--- src/rtl/tran_pkg.sv ---
// Shared types and constants for the 4x4 forward-transform macroblock controller.
package tran_pkg;

   localparam int DEF_COEF_W = 32;
   localparam int BLK_PER_MB = 16;
   localparam logic [3:0] LAST_BLK = 4'(BLK_PER_MB - 1);

   typedef logic signed [7:0] res_t;
   typedef res_t [15:0] res_blk_t;

   typedef logic signed [DEF_COEF_W-1:0] coef_t;
   typedef coef_t [15:0] coef_blk_t;

   typedef enum logic [1:0] {
      ST_IDLE  = 2'd0,
      ST_ISSUE = 2'd1,
      ST_OUT   = 2'd2
   } state_e;

endpackage

--- src/rtl/tran_dc_buf.sv ---
// DC coefficient collector for the Intra16x16 Hadamard stage.
// Built only when TRAN_DC_COLLECT_EN is defined.
`ifdef TRAN_DC_COLLECT_EN
module tran_dc_buf
   import tran_pkg::*;
#(
   parameter int COEF_W = DEF_COEF_W
) (
   input  logic                    clk,
   input  logic                    rst_n,
   input  logic                    wr_en,
   input  logic [3:0]              wr_idx,
   input  logic [COEF_W-1:0]       wr_data,
   input  logic                    clear,
   output logic                    dc_valid,
   output logic [15:0][COEF_W-1:0] dc_coeffs
);

   logic [15:0][COEF_W-1:0] dc_buf_q, dc_buf_d;
   logic [15:0][COEF_W-1:0] out_q, out_d;
   logic [15:0]             vld_q, vld_d;
   logic                    pulse_q, pulse_d;

   // The output snapshot is taken on block 15 so it stays put while the next MB refills dc_buf_q.
   always_comb begin
      dc_buf_d = dc_buf_q;
      vld_d    = vld_q;
      out_d    = out_q;
      pulse_d  = 1'b0;
      if (clear) begin
         vld_d = '0;
      end else if (wr_en) begin
         dc_buf_d[wr_idx] = wr_data;
         vld_d[wr_idx]    = 1'b1;
         if (wr_idx == LAST_BLK) begin
            vld_d = '0;
            if (&vld_q[14:0]) begin
               out_d   = {wr_data, dc_buf_q[14:0]};
               pulse_d = 1'b1;
            end
         end
      end
   end

   always_ff @(posedge clk or negedge rst_n) begin
      if (!rst_n) begin
         dc_buf_q <= '0;
         vld_q    <= '0;
         out_q    <= '0;
         pulse_q  <= 1'b0;
      end else begin
         dc_buf_q <= dc_buf_d;
         vld_q    <= vld_d;
         out_q    <= out_d;
         pulse_q  <= pulse_d;
      end
   end

   assign dc_valid  = pulse_q;
   assign dc_coeffs = out_q;

endmodule
`endif

--- src/rtl/tran_mb_ctrl.sv ---
// Sequences a 4x4 forward transform over the 16 blocks of a luma macroblock.
// Optional DC collection (dc_valid/dc_coeffs) is enabled by defining TRAN_DC_COLLECT_EN.
//
// state    | meaning
// ST_IDLE  | waiting for a residual block, in_ready high
// ST_ISSUE | tr_enable pulse, transform computing
// ST_OUT   | coefficients presented until the quantiser takes them
module tran_mb_ctrl
   import tran_pkg::*;
#(
   parameter int COEF_W   = DEF_COEF_W,
   parameter int MB_CNT_W = 16
) (
   input  logic                    clk,
   input  logic                    reset,
   input  logic                    in_valid,
   output logic                    in_ready,
   input  res_blk_t                in_residuals,
   input  logic                    mb_abort,
   output logic                    tr_enable,
   output res_blk_t                tr_residuals,
   input  logic [15:0][COEF_W-1:0] tr_transformed,
   output logic                    out_valid,
   input  logic                    out_ready,
   output logic [15:0][COEF_W-1:0] out_coeffs,
   output logic [3:0]              out_blk_idx,
   output logic                    out_mb_last,
   output logic [MB_CNT_W-1:0]     mb_count
`ifdef TRAN_DC_COLLECT_EN
   ,
   output logic                    dc_valid,
   output logic [15:0][COEF_W-1:0] dc_coeffs
`endif
);

   state_e              state_q, state_d;
   logic [3:0]          blk_cnt_q, blk_cnt_d;
   logic [MB_CNT_W-1:0] mb_count_q, mb_count_d;
   res_blk_t            tr_res_q, tr_res_d;
   logic                accept;
   logic                out_hs;

   assign accept = in_valid && in_ready;
   assign out_hs = (state_q == ST_OUT) && out_ready && !mb_abort;

   always_ff @(posedge clk or negedge reset) begin
      if (!reset) state_q <= ST_IDLE;
      else        state_q <= state_d;
   end

   always_comb begin
      state_d = state_q;
      case (state_q)
         ST_IDLE:  if (accept) state_d = ST_ISSUE;
         ST_ISSUE: state_d = ST_OUT;
         ST_OUT:   if (out_ready) state_d = accept ? ST_ISSUE : ST_IDLE;
         default:  state_d = ST_IDLE;
      endcase
      if (mb_abort) state_d = ST_IDLE;
   end

   // Abort masks in_ready so a block offered in the abort cycle is never latched.
   always_comb begin
      in_ready    = 1'b0;
      tr_enable   = 1'b0;
      out_valid   = 1'b0;
      out_mb_last = 1'b0;
      case (state_q)
         ST_IDLE:  in_ready = !mb_abort;
         ST_ISSUE: tr_enable = 1'b1;
         ST_OUT: begin
            out_valid   = 1'b1;
            out_mb_last = (blk_cnt_q == LAST_BLK);
            in_ready    = out_ready && !mb_abort;
         end
         default: ;
      endcase
   end

   always_comb begin
      blk_cnt_d  = blk_cnt_q;
      mb_count_d = mb_count_q;
      tr_res_d   = tr_res_q;
      if (accept) tr_res_d = in_residuals;
      if (mb_abort) begin
         blk_cnt_d = '0;
      end else if (out_hs) begin
         blk_cnt_d = blk_cnt_q + 4'd1;
         if (blk_cnt_q == LAST_BLK) mb_count_d = mb_count_q + 1'b1;
      end
   end

   always_ff @(posedge clk or negedge reset) begin
      if (!reset) begin
         blk_cnt_q  <= '0;
         mb_count_q <= '0;
         tr_res_q   <= '0;
      end else begin
         blk_cnt_q  <= blk_cnt_d;
         mb_count_q <= mb_count_d;
         tr_res_q   <= tr_res_d;
      end
   end

   assign tr_residuals = tr_res_q;
   assign out_coeffs   = tr_transformed;
   assign out_blk_idx  = blk_cnt_q;
   assign mb_count     = mb_count_q;

`ifdef TRAN_DC_COLLECT_EN
   tran_dc_buf #(.COEF_W(COEF_W)) u_dc_buf (
      .clk       (clk),
      .rst_n     (reset),
      .wr_en     (out_hs),
      .wr_idx    (blk_cnt_q),
      .wr_data   (tr_transformed[0]),
      .clear     (mb_abort),
      .dc_valid  (dc_valid),
      .dc_coeffs (dc_coeffs)
   );
`endif

endmodule

--- config.mk ---
export PLATFORM = sky130hd
export DESIGN_NAME = tran_mb_ctrl
export DESIGN_NICKNAME = d
export VERILOG_FILES = /design/src/rtl/tran_pkg.sv /design/src/rtl/tran_dc_buf.sv /design/src/rtl/tran_mb_ctrl.sv
export SDC_FILE = /design/constraint.sdc
export NUM_CORES = 1
export LEC_CHECK = 0
export ABC_CLOCK_PERIOD_IN_PS = 4300
export BUFFER_PORTS_ARGS = -buffer_cell sky130_fd_sc_hd__buf_2
export CORE_AREA = 2 2 510 512
export CTS_CLUSTER_DIAMETER = 60
export DETAILED_ROUTE_END_ITERATION = 8
export DIE_AREA = 0 0 512 514
export SLEW_MARGIN = 20
export SYNTH_ARGS = -nofsm -noshare
export SYNTH_HDL_FRONTEND = slang
export SYNTH_SLANG_ARGS = --single-unit
--- constraint.sdc ---
create_clock -name clk -period 4.3 [get_ports clk]
set_input_delay 0.645 -clock clk [delete_from_list [all_inputs] [get_ports clk]]
set_output_delay 0.645 -clock clk [all_outputs]
set_load 0.1 [all_outputs]
==> results of run 1 <==
per-stage QoR:
| step | std cells | setup slack, ns | total power [uW] |
|---|---|---|---|
| floorplan | 874 | 0.860 | 6190 |
| CTS | 4068 | 1.28 | 6370 |
| global route | 4071 | 1.34 | 6490 |
| detailed placement | 4036 | 1.48 | 4750 |
| global placement | 4036 | 1.51 | 4740 |
| finish | 4086 | 1.51 | 6190 |
Yosys cell counts, types with 2 or more instances:
| cell | instances |
|---|---|
| and4_1 | 2 |
| ha_1 | 2 |
| xor2_1 | 5 |
| nor4_1 | 2 |
| nor2b_1 | 3 |
| nand4_1 | 8 |
| xnor2_1 | 13 |
| mux2_2 | 28 |
| nand2_1 | 10 |
| nor2_1 | 6 |
| mux2_4 | 100 |
| buf_4 | 512 |
| nand3_1 | 4 |
| buf_6 | 13 |
| dfrtp_1 | 150 |
power by group:
part           total (uW)  internal [uW]  switching, uW
logic                2850            504           2340
registers            1790           1650            139
clock network        1560            814            745
layer usage:
metal / GRT usage (%) / wire length [um]
met3: 20.1 / 58400
met2: 17.2 / 66800
met4: 3.90 / 6290
met5: 0.475 / 184
met1: 3.03 / 14500
sequential cells by signal, summed over array words and instances, names as in the netlist:
register and cells:
tr_residuals 128, mb_count 16, state_q 2, out_blk_idx 4
cell families (layout without fill, tap and decap cells):
family | after synthesis | count (layout) | share of synthesized area, %
and+or+nand+nor | 45 | 45 | 2.82
muxes | 129 | 129 | 18.2
adders and majority gates | 2 | 2 | 0.249
AOI/OAI and AO/OA | 2 | 2 | 0.149
DFF | 150 | 150 | 37.3
buffers and inverters | 528 | 320 | 39.8
xor gates and xnor gates | 18 | 18 | 1.57
other | 0 | 18 | 0
worst max-delay path by stage:
stage / startpoint / to / slack [ns]
after floorplan: state_q[0]$_DFFE_PN0P_ / out_mb_last / 0.86
after CTS: state_q[1]$_DFFE_PN0P_ / in_ready / 1.28
after global routing: state_q[1]$_DFFE_PN0P_ / in_ready / 1.34
final: state_q[1]$_DFFE_PN0P_ / in_ready / 1.51
after detailed placement: mb_abort / tr_residuals[39]$_DFFE_PN0P_ / 1.48
after global placement: mb_abort / tr_residuals[78]$_DFFE_PN0P_ / 1.51
cell type report:
| class | instances | share of cell area [%] |
|---|---|---|
| Antenna cell | 18 | 0.363 |
| Clock buffer | 19 | 3.49 |
| Clock inverter | 13 | 1.10 |
| Inverter | 1 | 0.0302 |
| Multi-Input combinational cell | 196 | 18.7 |
| Sequential cell | 150 | 30.2 |
| Tap cell | 3402 | 34.3 |
| Timing Repair Buffer | 287 | 11.8 |
placed cells by master (no fill, tap or decap), drive strengths merged, types with 2 or more instances in the layout:
cell      count
nand2        11
buf         287
nand4b        2
and4          2
nor2b         4
clkbuf       19
ha            2
nand4         8
xnor2        13
nand3         4
mux2        129
dfrtp       150
nor3          2
xor2          5
nor4          3
nor2          6
diode        18
clkinvlp      2
inv           8
clkinv        3
==> implementation parameters, run 1 <==
Parameter                              Value

Worst setup path
  Worst Setup Path Type ... flip-flop to output port
  Cell count of the worst reg-to-reg path ... 5
  Setup slack, reg-to-reg ... 1.73 ns
  Crit-path max FO ... 6
  Family with the most delay on the worst path ... buffers and inverters
  Delay of the slowest cell on the worst path ... 0.60 ns
  Data arrival time of the critical path ... 2.15 ns
  Required time at the worst-slack endpoint ... 3.65 ns
  Capture point of the worst reg-to-reg path ... tr_residuals[65]$_DFFE_PN0P_
  Reg-to-reg startpoint ... state_q[1]$_DFFE_PN0P_
  Kind of launch point of the worst setup path ... flip-flop
  Number of cells on the critical path ... 3
  Critical-path cell with the highest stage delay ... buf_2
  Setup crit end kind ... output port
  Ordered list of cells on the worst path ... nor2b_4 > nor3_4 > buf_2
  Critical path buffers and inverters ... 1

Synth
  Area fraction of the dominant cell type after synthesis ... 38.2%
  Flip-flop and latch count after synthesis ... 150
  Syn Std Cell Area ... 0.0101 sq mm
  Average cell area after synthesis ... 11.5 sq um
  Top FF cell, synth ... dfrtp_1
  Total nets after synthesis ... 1,521
  Ranking of synthesized cells by area ... buf_4 (38%), dfrtp_1 (37%), mux2_4 (15%)
  Share of flip-flops with an asynchronous set or reset ... 100%
  Count of synthesis-stage warnings from yosys ... 0
  Proportion of synthesized chip area in sequential cells ... 37.3%
  Post-synth EDFFs ... 0
  Cell variety after synth ... 31
  Post-synthesis instance total ... 874
  Library cell occupying the most area in the post-synthesis netlist ... buf_4

GRT
  Vias in the first global route ... 5,709
  Number of antenna violations at the first check in global routing ... 67
  First-pass GRT wire length ... 160,000 um
  Pin count of the biggest net entering global routing ... 98
  Total Routing Usage GR ... 10.7%
  Total global routing overflow ... 0

Flow run
  Max-capacitance violation count ... 0

Clock tree
  Deepest clock path buffer count ... 2
  Hold Buf Count CTS ... 0
  CTS tree ... done
  Clock edge transition at the registers on the reported setup and hold paths ... 0.07 ns
  Number of post-CTS setup repair buffers ... 0
  CTS sink count ... 150
  Clock tree root buffer cell ... clkbuf_16
  CTS H-Tree Depth ... 4
  Clock buffer count from CTS ... 17
  Source-to-sink clock delay at the later pin of the worst-skew pair ... 0.49 ns
  Resize count post-CTS ... 0

Timing
  Transition time at the pin with the least slew margin ... 0.932 ns
  Count of final setup violators ... 0
  Number of max-slew violations in the final report ... 0
  Max-Slew Margin vs Limit ... 37.9%
  Final count of hold timing violations ... 0
  Peak Freq ... 358 MHz
  WHS ... 0.177 ns
  Crit path time final ... 2.79 ns
  Total Neg Setup Slack ... 0 ns
  Final worst path period share ... 64.9%
  Worst clock skew ... 0.0127 ns
  RSZ-0062 raised after global routing ... no

Power and ir drop
  Maximum vdd ir drop ... 0.269 mV
  PwrDens ... 499 mW/mm^2
  Static leakage power ... 0.00447 uW

Detailed routing
  Number of detailed-route iterations in the first pass ... 4
  Remaining antenna violation count ... 0
  Drt first-iter violations ... 380
  Number of vias in the routed layout ... 5,700
  Total routed wirelength ... 146,000 um
  Average vias per placed instance ... 1.40
  # DRC ... 0
  Detailed-route wire length per cell ... 35.8 um

Final layout
  Ratio of cells with drive above 1 in the final layout ... 67.9%
  Finished layout cell area ... 0.0124 sq mm
  Area grow syn2layout ... 23.3%
  Filler cell count in the final layout ... 30,389
  Sequential standard cell area ... 0.00375 sq mm
  Area of combinational cells with multiple inputs ... 0.00232 sq mm
  Final design utilization ... 4.81%
  Total Nets Final ... 1,300

Floorplanning
  Die outline height ... 514 um
  I/O pin count ... 1,309
  Starting utilization of the core area ... 3.90%
  Die Area ... 0.263 sq mm
  Die width ... 512 um
  Count of standard-cell rows ... 187
  Area of the core region ... 0.258 sq mm

Place
  RD Place Congestion ... 0.765
  Cell area after placement ... 0.0118 sq mm
  Post-DP HPWL ... 139,000 um
  Port buffer count ... 284

Hold path
  Class of the tightest hold or removal check ... primary input to async pin

Run status
  Status ... finished, final reports clean
Power figures use the tool's default switching activity.
==> run 2, diff against run 1 <==
- ABC_CLOCK_PERIOD_IN_PS: 4300 -> 2700
- clock period: 4.3 -> 2.7 ns (I/O delays scaled with it)
==> run 2 against run 1 <==
  * Via count rose by 1.1%
  * Cell count barely moved
  * Worst setup slack worse by 1.0 ns
  * Flip-flop and latch count is the same
  * Critical endpoint unchanged
  * First-iteration DRC count grew 13%
  * Sequential share of layout area is 0.30 points lower
  * Utilization hardly changed
  * Register-to-register slack got worse by 1.0 ns
  * Die area is the same
  * Sequential power up 60%
  * Clock power rose by 71%
==> implementation parameters, run 2 (synthesized netlist as in run 1, its figures left out) <==
Parameter                              Value

Worst setup path
  Family with the most delay on the worst path ... flip-flops
  Delay of the slowest cell on the worst path ... 0.44 ns (-0.16 ns)
  Reg-to-reg startpoint ... state_q[1]$_DFFE_PN0P_
  Worst Setup Path Type ... flip-flop to output port
  Number of cells on the critical path ... 3 (unchanged)
  Capture point of the worst reg-to-reg path ... tr_residuals[112]$_DFFE_PN0P_
  Required time at the worst-slack endpoint ... 2.30 ns (-1.35 ns)
  Setup crit end kind ... output port
  Worst setup endpoint ... in_ready
  Data arrival time of the critical path ... 1.82 ns (-0.33 ns)
  Cell count of the worst reg-to-reg path ... 5 (unchanged)
  Setup slack, reg-to-reg ... 0.73 ns (-1.00 ns)
  Origin of the worst setup path ... state_q[1]$_DFFE_PN0P_
  Critical path buffers and inverters ... 1 (unchanged)
  Critical-path cell with the highest stage delay ... dfrtp_1
  Crit-path max FO ... 6 (unchanged)
  Ordered list of cells on the worst path ... nor2b_4 > nor3_4 > buf_4
  Kind of launch point of the worst setup path ... flip-flop

Clock tree
  CTS tree ... done
  CTS H-Tree Depth ... 4 (unchanged)
  Source-to-sink clock delay at the later pin of the worst-skew pair ... 0.51 ns (+0.02 ns)
  CTS sink count ... 150 (unchanged)
  Clock tree root buffer cell ... clkbuf_16
  Deepest clock path buffer count ... 2 (unchanged)
  Clock buffer count from CTS ... 17 (unchanged)
  Resize count post-CTS ... 0 (unchanged)
  Clock edge transition at the registers on the reported setup and hold paths ... 0.09 ns (+0.02 ns)

Final layout
  Count of non-filler cells in the finished layout ... 4,087 (+0.024%)
  Total Nets Final ... 1,306 (+0.46%)
  Final design utilization ... 4.86% (+0.048 points)
  Most common library cell in the layout ignoring fill and taps ... buf_2
  Ratio of cells with drive above 1 in the final layout ... 68.5% (+0.58 points)
  Filler cell count in the final layout ... 30,391 (+0.0066%)
  Area of combinational cells with multiple inputs ... 0.00233 sq mm (+0.11%)
  Most frequent cells in the layout ... buf_2 (282), dfrtp_1 (150), mux2_4 (100)
  Area grow syn2layout ... 24.6%
  Flip-flop count of the largest register after layout ... 128 (unchanged)
  Finished layout cell area ... 0.0125 sq mm (+1.0%)
  Sequential standard cell area ... 0.00375 sq mm (unchanged)

Detailed routing
  Number of detailed-route iterations in the first pass ... 5 (+1)
  Average vias per placed instance ... 1.41 (+1.1%)
  Remaining antenna violation count ... 0 (unchanged)
  # DRC ... 0 (unchanged)
  Detailed-route wire length per cell ... 35.9 um (+0.21%)
  Number of vias in the routed layout ... 5,763 (+1.1%)
  Drt first-iter violations ... 431 (+13%)
  Total routed wirelength ... 147,000 um (+0.23%)

GRT
  Number of antenna violations at the first check in global routing ... 60 (-10%)
  Pin count of the biggest net entering global routing ... 66 (-33%)
  Total global routing overflow ... 0 (unchanged)
  Total Routing Usage GR ... 10.8% (+0.069 points)
  Vias in the first global route ... 5,656 (-0.93%)
  First-pass GRT wire length ... 160,000 um (+0.33%)

Timing
  Max-Slew Margin vs Limit ... 51.5% (+14 points)
  Total Neg Setup Slack ... 0 ns (unchanged)
  Worst clock skew ... 0.0264 ns (+0.0137 ns)
  Count of final setup violators ... 0 (unchanged)
  Final setup margin ... 0.478 ns (-1.03 ns)
  Crit path time final ... 2.22 ns
  Final worst path period share ... 82.3%
  Final count of hold timing violations ... 0 (unchanged)
  Peak Freq ... 450 MHz
  Transition time at the pin with the least slew margin ... 0.728 ns (-0.203 ns)
  Number of max-slew violations in the final report ... 0 (unchanged)
  RSZ-0062 raised after global routing ... no

Power and ir drop
  Maximum vdd ir drop ... 0.727 mV (+170%)
  Static leakage power ... 0.00454 uW (+1.6%)
  PwrDens ... 805 mW/mm^2 (+61%)

Floorplanning
  Die Area ... 0.263 sq mm (unchanged)
  Die width ... 512 um (unchanged)
  Starting utilization of the core area ... 3.90% (unchanged)
  I/O pin count ... 1,309 (unchanged)
  Die outline height ... 514 um (unchanged)
  Area of the core region ... 0.258 sq mm (unchanged)
  Count of standard-cell rows ... 187 (unchanged)

Place
  Post-DP HPWL ... 138,000 um (about the same)
  Port buffer count ... 284 (unchanged)
  RD Place Congestion ... 0.796 (+4.1%)
  Cell area after placement ... 0.0119 sq mm (+0.70%)
  Place WS ... 0.685 ns (-0.798 ns)
  Cell total after placement ... 4,041 (+0.12%)

Hold path
  Class of the tightest hold or removal check ... primary input to flip-flop
  Hold path startpoint ... in_residuals[57]
  Number of stages on the worst hold path ... 2

Flow run
  Max-capacitance violation count ... 0 (unchanged)

Run status
  Status ... finished, final reports clean
[run 2: cell types whose count changed in the layout (fill, tap and decap cells not counted), sizes merged]
cell / before / now
diode: 18 / 13
buf: 287 / 291
inv: 8 / 11
clkinv: 3 / 5
clkinvlp: 2 / 0
bufinv: 1 / 0
clkbuf: 19 / 18
dlygate4sd3: 0 / 1
[run 2: layout make-up]
class,count,area share (%)
Clock inverter,15,1.51
Tap cell,3402,33.9
Antenna cell,13,0.259
Sequential cell,150,29.9
Timing Repair Buffer,293,12.4
Clock buffer,17,3.39
Multi-Input combinational cell,196,18.5
Inverter,1,0.0299
[run 2: worst min path at each step]
stage / to / slack, ns
after floorplan: mb_count[0]$_DFFE_PN0P_ / 0.11
after global placement: tr_residuals[33]$_DFFE_PN0P_ / 0.45
after detailed placement: tr_residuals[33]$_DFFE_PN0P_ / 0.46
after CTS: tr_residuals[29]$_DFFE_PN0P_ / 0.04
after global routing: tr_residuals[29]$_DFFE_PN0P_ / 0.07
final: tr_residuals[57]$_DFFE_PN0P_ / 0.11
[run 2: layer usage]
metal	vias up	global-route usage, %	wire length (um)
li1	1889	-	-
met1	2391	3.16	14600
met2	1133	17.5	67600
met3	336	20.0	58500
met4	14	3.72	5590
met5	-	0.804	420
[run 2: timing repair]
| action | CTS | global route |
|---|---|---|
| buffers inserted | 0 | 0 |
| hold endpoints to repair | 61 | 0 |
| setup endpoints to repair | 0 | 0 |
| hold buffers | 1 | 0 |
[run 2: report_power, final]
part	internal [uW]	leakage, uW	total [uW]	switching (uW)
logic	811	0.00243	4570	3760
registers	2620	0.00181	2860	236
clock network	1270	0.000300	2660	1390
[run 2: per-stage QoR]
stage	hold slack, ns	total power [uW]
final	0.113	10100
after global routing	0.0678	10600
after CTS	0.0390	10400
after detailed placement	0.461	7610
after global placement	0.451	7570
after floorplan	0.109	9860
==> run 3, diff against run 2 <==
- ABC_CLOCK_PERIOD_IN_PS: 2700 -> 1900
- CORE_AREA: 2 2 510 512 -> 2 2 512 514
- DIE_AREA: 0 0 512 514 -> 0 0 514 516
- clock period: 2.7 -> 1.9 ns (I/O delays scaled with it)
==> run 3 against run 2 <==
  * The flow now finishes with violations (setup timing)
  * Flip-flop and latch count stayed put
  * Sequential share of layout area down 3.5 points
  * Combinational power up 50%
  * Utilization up 0.65 points
  * Global-route usage fell by 0.44 points
  * Worst hold slack worse by 0.011 ns
  * Register-to-register slack got worse by 0.68 ns
  * Clock skew is 0.0021 ns higher
  * Non-clock buffer count increased by 141
  * Clock power is 76% higher
  * Critical path depth is 1 higher
  * Die area grew 0.78%
  * Critical endpoint is now out_mb_last
  * Largest cell class unchanged
  * Highest routed layer unchanged
==> implementation parameters, run 3 (synthesized netlist as in run 1, its figures left out) <==
Parameter                              Value

Timing
  Crit path time final ... 1.92 ns
  Count of final setup violators ... 1 (+1)
  Worst clock skew ... 0.0285 ns (+0.00209 ns)
  WHS ... 0.102 ns (-0.0113 ns)
  Final count of hold timing violations ... 0 (unchanged)
  Peak Freq ... 521 MHz
  Number of max-slew violations in the final report ... 0 (unchanged)
  Final setup margin ... -0.0179 ns (-0.496 ns)
  RSZ-0062 raised after global routing ... yes
  Final worst path period share ... 101%
  Max-Slew Margin vs Limit ... 54.5% (+3.0 points)
  Total Neg Setup Slack ... -0.0179 ns (-0.0179 ns)
  Transition time at the pin with the least slew margin ... 0.688 ns (-0.0406 ns)

Floorplanning
  Die width ... 514 um (+0.39%)
  Count of standard-cell rows ... 187 (unchanged)
  Area of the core region ... 0.259 sq mm (+0.45%)
  Starting utilization of the core area ... 3.88% (-0.018 points)
  I/O pin count ... 1,309 (unchanged)
  Die Area ... 0.265 sq mm (+0.78%)
  Die outline height ... 516 um (+0.39%)

Hold path
  Number of stages on the worst hold path ... 2 (unchanged)
  Class of the tightest hold or removal check ... primary input to flip-flop

Power and ir drop
  Total power ... 15,600 uW (+54%)
  Static leakage power ... 0.00527 uW (+16%)
  Maximum vdd ir drop ... 0.637 mV (-12%)
  PwrDens ... 1090 mW/mm^2 (+36%)

Final layout
  Flip-flop count of the largest register after layout ... 128 (unchanged)
  Total Nets Final ... 1,455 (+11%)
  Ratio of cells with drive above 1 in the final layout ... 59.6% (-8.9 points)
  Most frequent cells in the layout ... buf_2 (255), dfrtp_1 (140), dlygate4sd3_1 (130)
  Filler cell count in the final layout ... 30,423 (+0.11%)
  Most common library cell in the layout ignoring fill and taps ... buf_2
  Finished layout cell area ... 0.0143 sq mm (+14%)
  Area grow syn2layout ... 41.9%
  Count of non-filler cells in the finished layout ... 4,226 (+3.4%)

Clock tree
  CTS tree ... done
  Source-to-sink clock delay at the later pin of the worst-skew pair ... 0.56 ns (+0.05 ns)
  Clock tree root buffer cell ... clkbuf_16
  Clock edge transition at the registers on the reported setup and hold paths ... 0.09 ns (about the same)
  Deepest clock path buffer count ... 3 (+1)
  Clock buffer count from CTS ... 25 (+8)
  CTS H-Tree Depth ... 4 (unchanged)
  CTS sink count ... 150 (unchanged)

Flow run
  Max-capacitance violation count ... 0 (unchanged)

GRT
  Pin count of the biggest net entering global routing ... 63 (-4.5%)
  Total Routing Usage GR ... 10.3% (-0.44 points)
  Total global routing overflow ... 0 (unchanged)
  Number of antenna violations at the first check in global routing ... 54 (-10%)
  First-pass GRT wire length ... 156,000 um (-2.7%)
  Vias in the first global route ... 6,470 (+14%)

Place
  Post-DP HPWL ... 134,000 um (-3.2%)
  RD Place Congestion ... 0.739 (-7.2%)
  Cell area after placement ... 0.0120 sq mm (+1.3%)
  Port buffer count ... 284 (unchanged)
  Cell total after placement ... 4,045 (+0.099%)

Detailed routing
  Average vias per placed instance ... 1.46 (+3.6%)
  Number of detailed-route iterations in the first pass ... 4 (-1)
  # DRC ... 0 (unchanged)
  Number of vias in the routed layout ... 6,174 (+7.1%)
  Drt first-iter violations ... 273 (-37%)
  Detailed-route wire length per cell ... 34.0 um (-5.2%)
  Remaining antenna violation count ... 0 (unchanged)
  Total routed wirelength ... 144,000 um (-2.0%)

Worst setup path
  Data arrival time of the critical path ... 1.63 ns (-0.19 ns)
  Setup crit end kind ... output port
  Required time at the worst-slack endpoint ... 1.62 ns (-0.68 ns)
  Worst Setup Path Type ... flip-flop to output port
  Kind of launch point of the worst setup path ... flip-flop
  Cell count of the worst reg-to-reg path ... 6 (+1)
  Crit-path max FO ... 3 (-3)

Run status
  Status ... finished, violations left
  Failing checks ... setup timing
## run 3: critical path, cell delays in order (launching register included)
cell	delay, ns
dfrtp_1	0.39
buf_6	0.12
nor2b_4	0.15
and4_4	0.24
buf_12	0.17
## run 3: worst paths after layout
kind                                          startpoint                             to  slack [ns]
max in group asynchronous                          reset  tr_residuals[121]$_DFFE_PN0P_        0.95
worst max register to register    state_q[0]$_DFFE_PN0P_   tr_residuals[59]$_DFFE_PN0P_        0.05
min in group asynchronous                          reset     out_blk_idx[0]$_DFFE_PN0P_        0.27
worst max-delay path              state_q[1]$_DFFE_PN0P_                    out_mb_last       -0.02
worst min-delay path                            mb_abort         state_q[1]$_DFFE_PN0P_        0.10
worst min register to register  mb_count[15]$_DFFE_PN0P_       mb_count[15]$_DFFE_PN0P_        0.48
## run 3: routing by layer
metal | GRT usage (%) | wire [um] | up-vias
li1 | - | - | 2161
met4 | 5.12 | 8200 | 6
met2 | 16.3 | 64300 | 1002
met3 | 19.4 | 57300 | 375
met1 | 2.72 | 13400 | 2630
met5 | 1.19 | 467 | -
## run 3: cell type report
cell class	instances	area, sq um	area share [%]
diodes	10	25.0	0.175
well taps	3402	4260	29.8
clock buffers	29	661	4.62
clock inverters	4	97.6	0.683
flip-flops and latches	150	3770	26.4
multi-input cells	196	2360	16.5
repair buffers	434	3110	21.8
inverters	1	3.75	0.0263
## run 3: power breakdown
group	switching [uW]	leakage, uW	total (uW)	internal, uW
clock network	1840	0.000367	4690	2850
logic	5400	0.00311	6840	1440
registers	341	0.00179	4070	3730
total	7580	0.00527	15600	8020
## run 3: timing repair
| item | in CTS | in global routing |
|---|---|---|
| buffers inserted | 4 | 1 |
| hold buffers | 130 | 0 |
| hold endpoints to repair | 180 | 0 |
| setup endpoints to repair | 5 | 61 |
| gates cloned | 0 | 3 |
| pin swaps | 3 | 1 |
| gates resized for setup | 14 | 2 |
## run 3: metrics by stage
stage	setup slack (ns)	utilization (%)
detailed placement	0.0548	4.64
floorplan	-0.339	-
CTS	-0.0543	5.47
finish	-0.0179	5.51
global placement	0.0852	4.64
global route	-0.0785	5.50
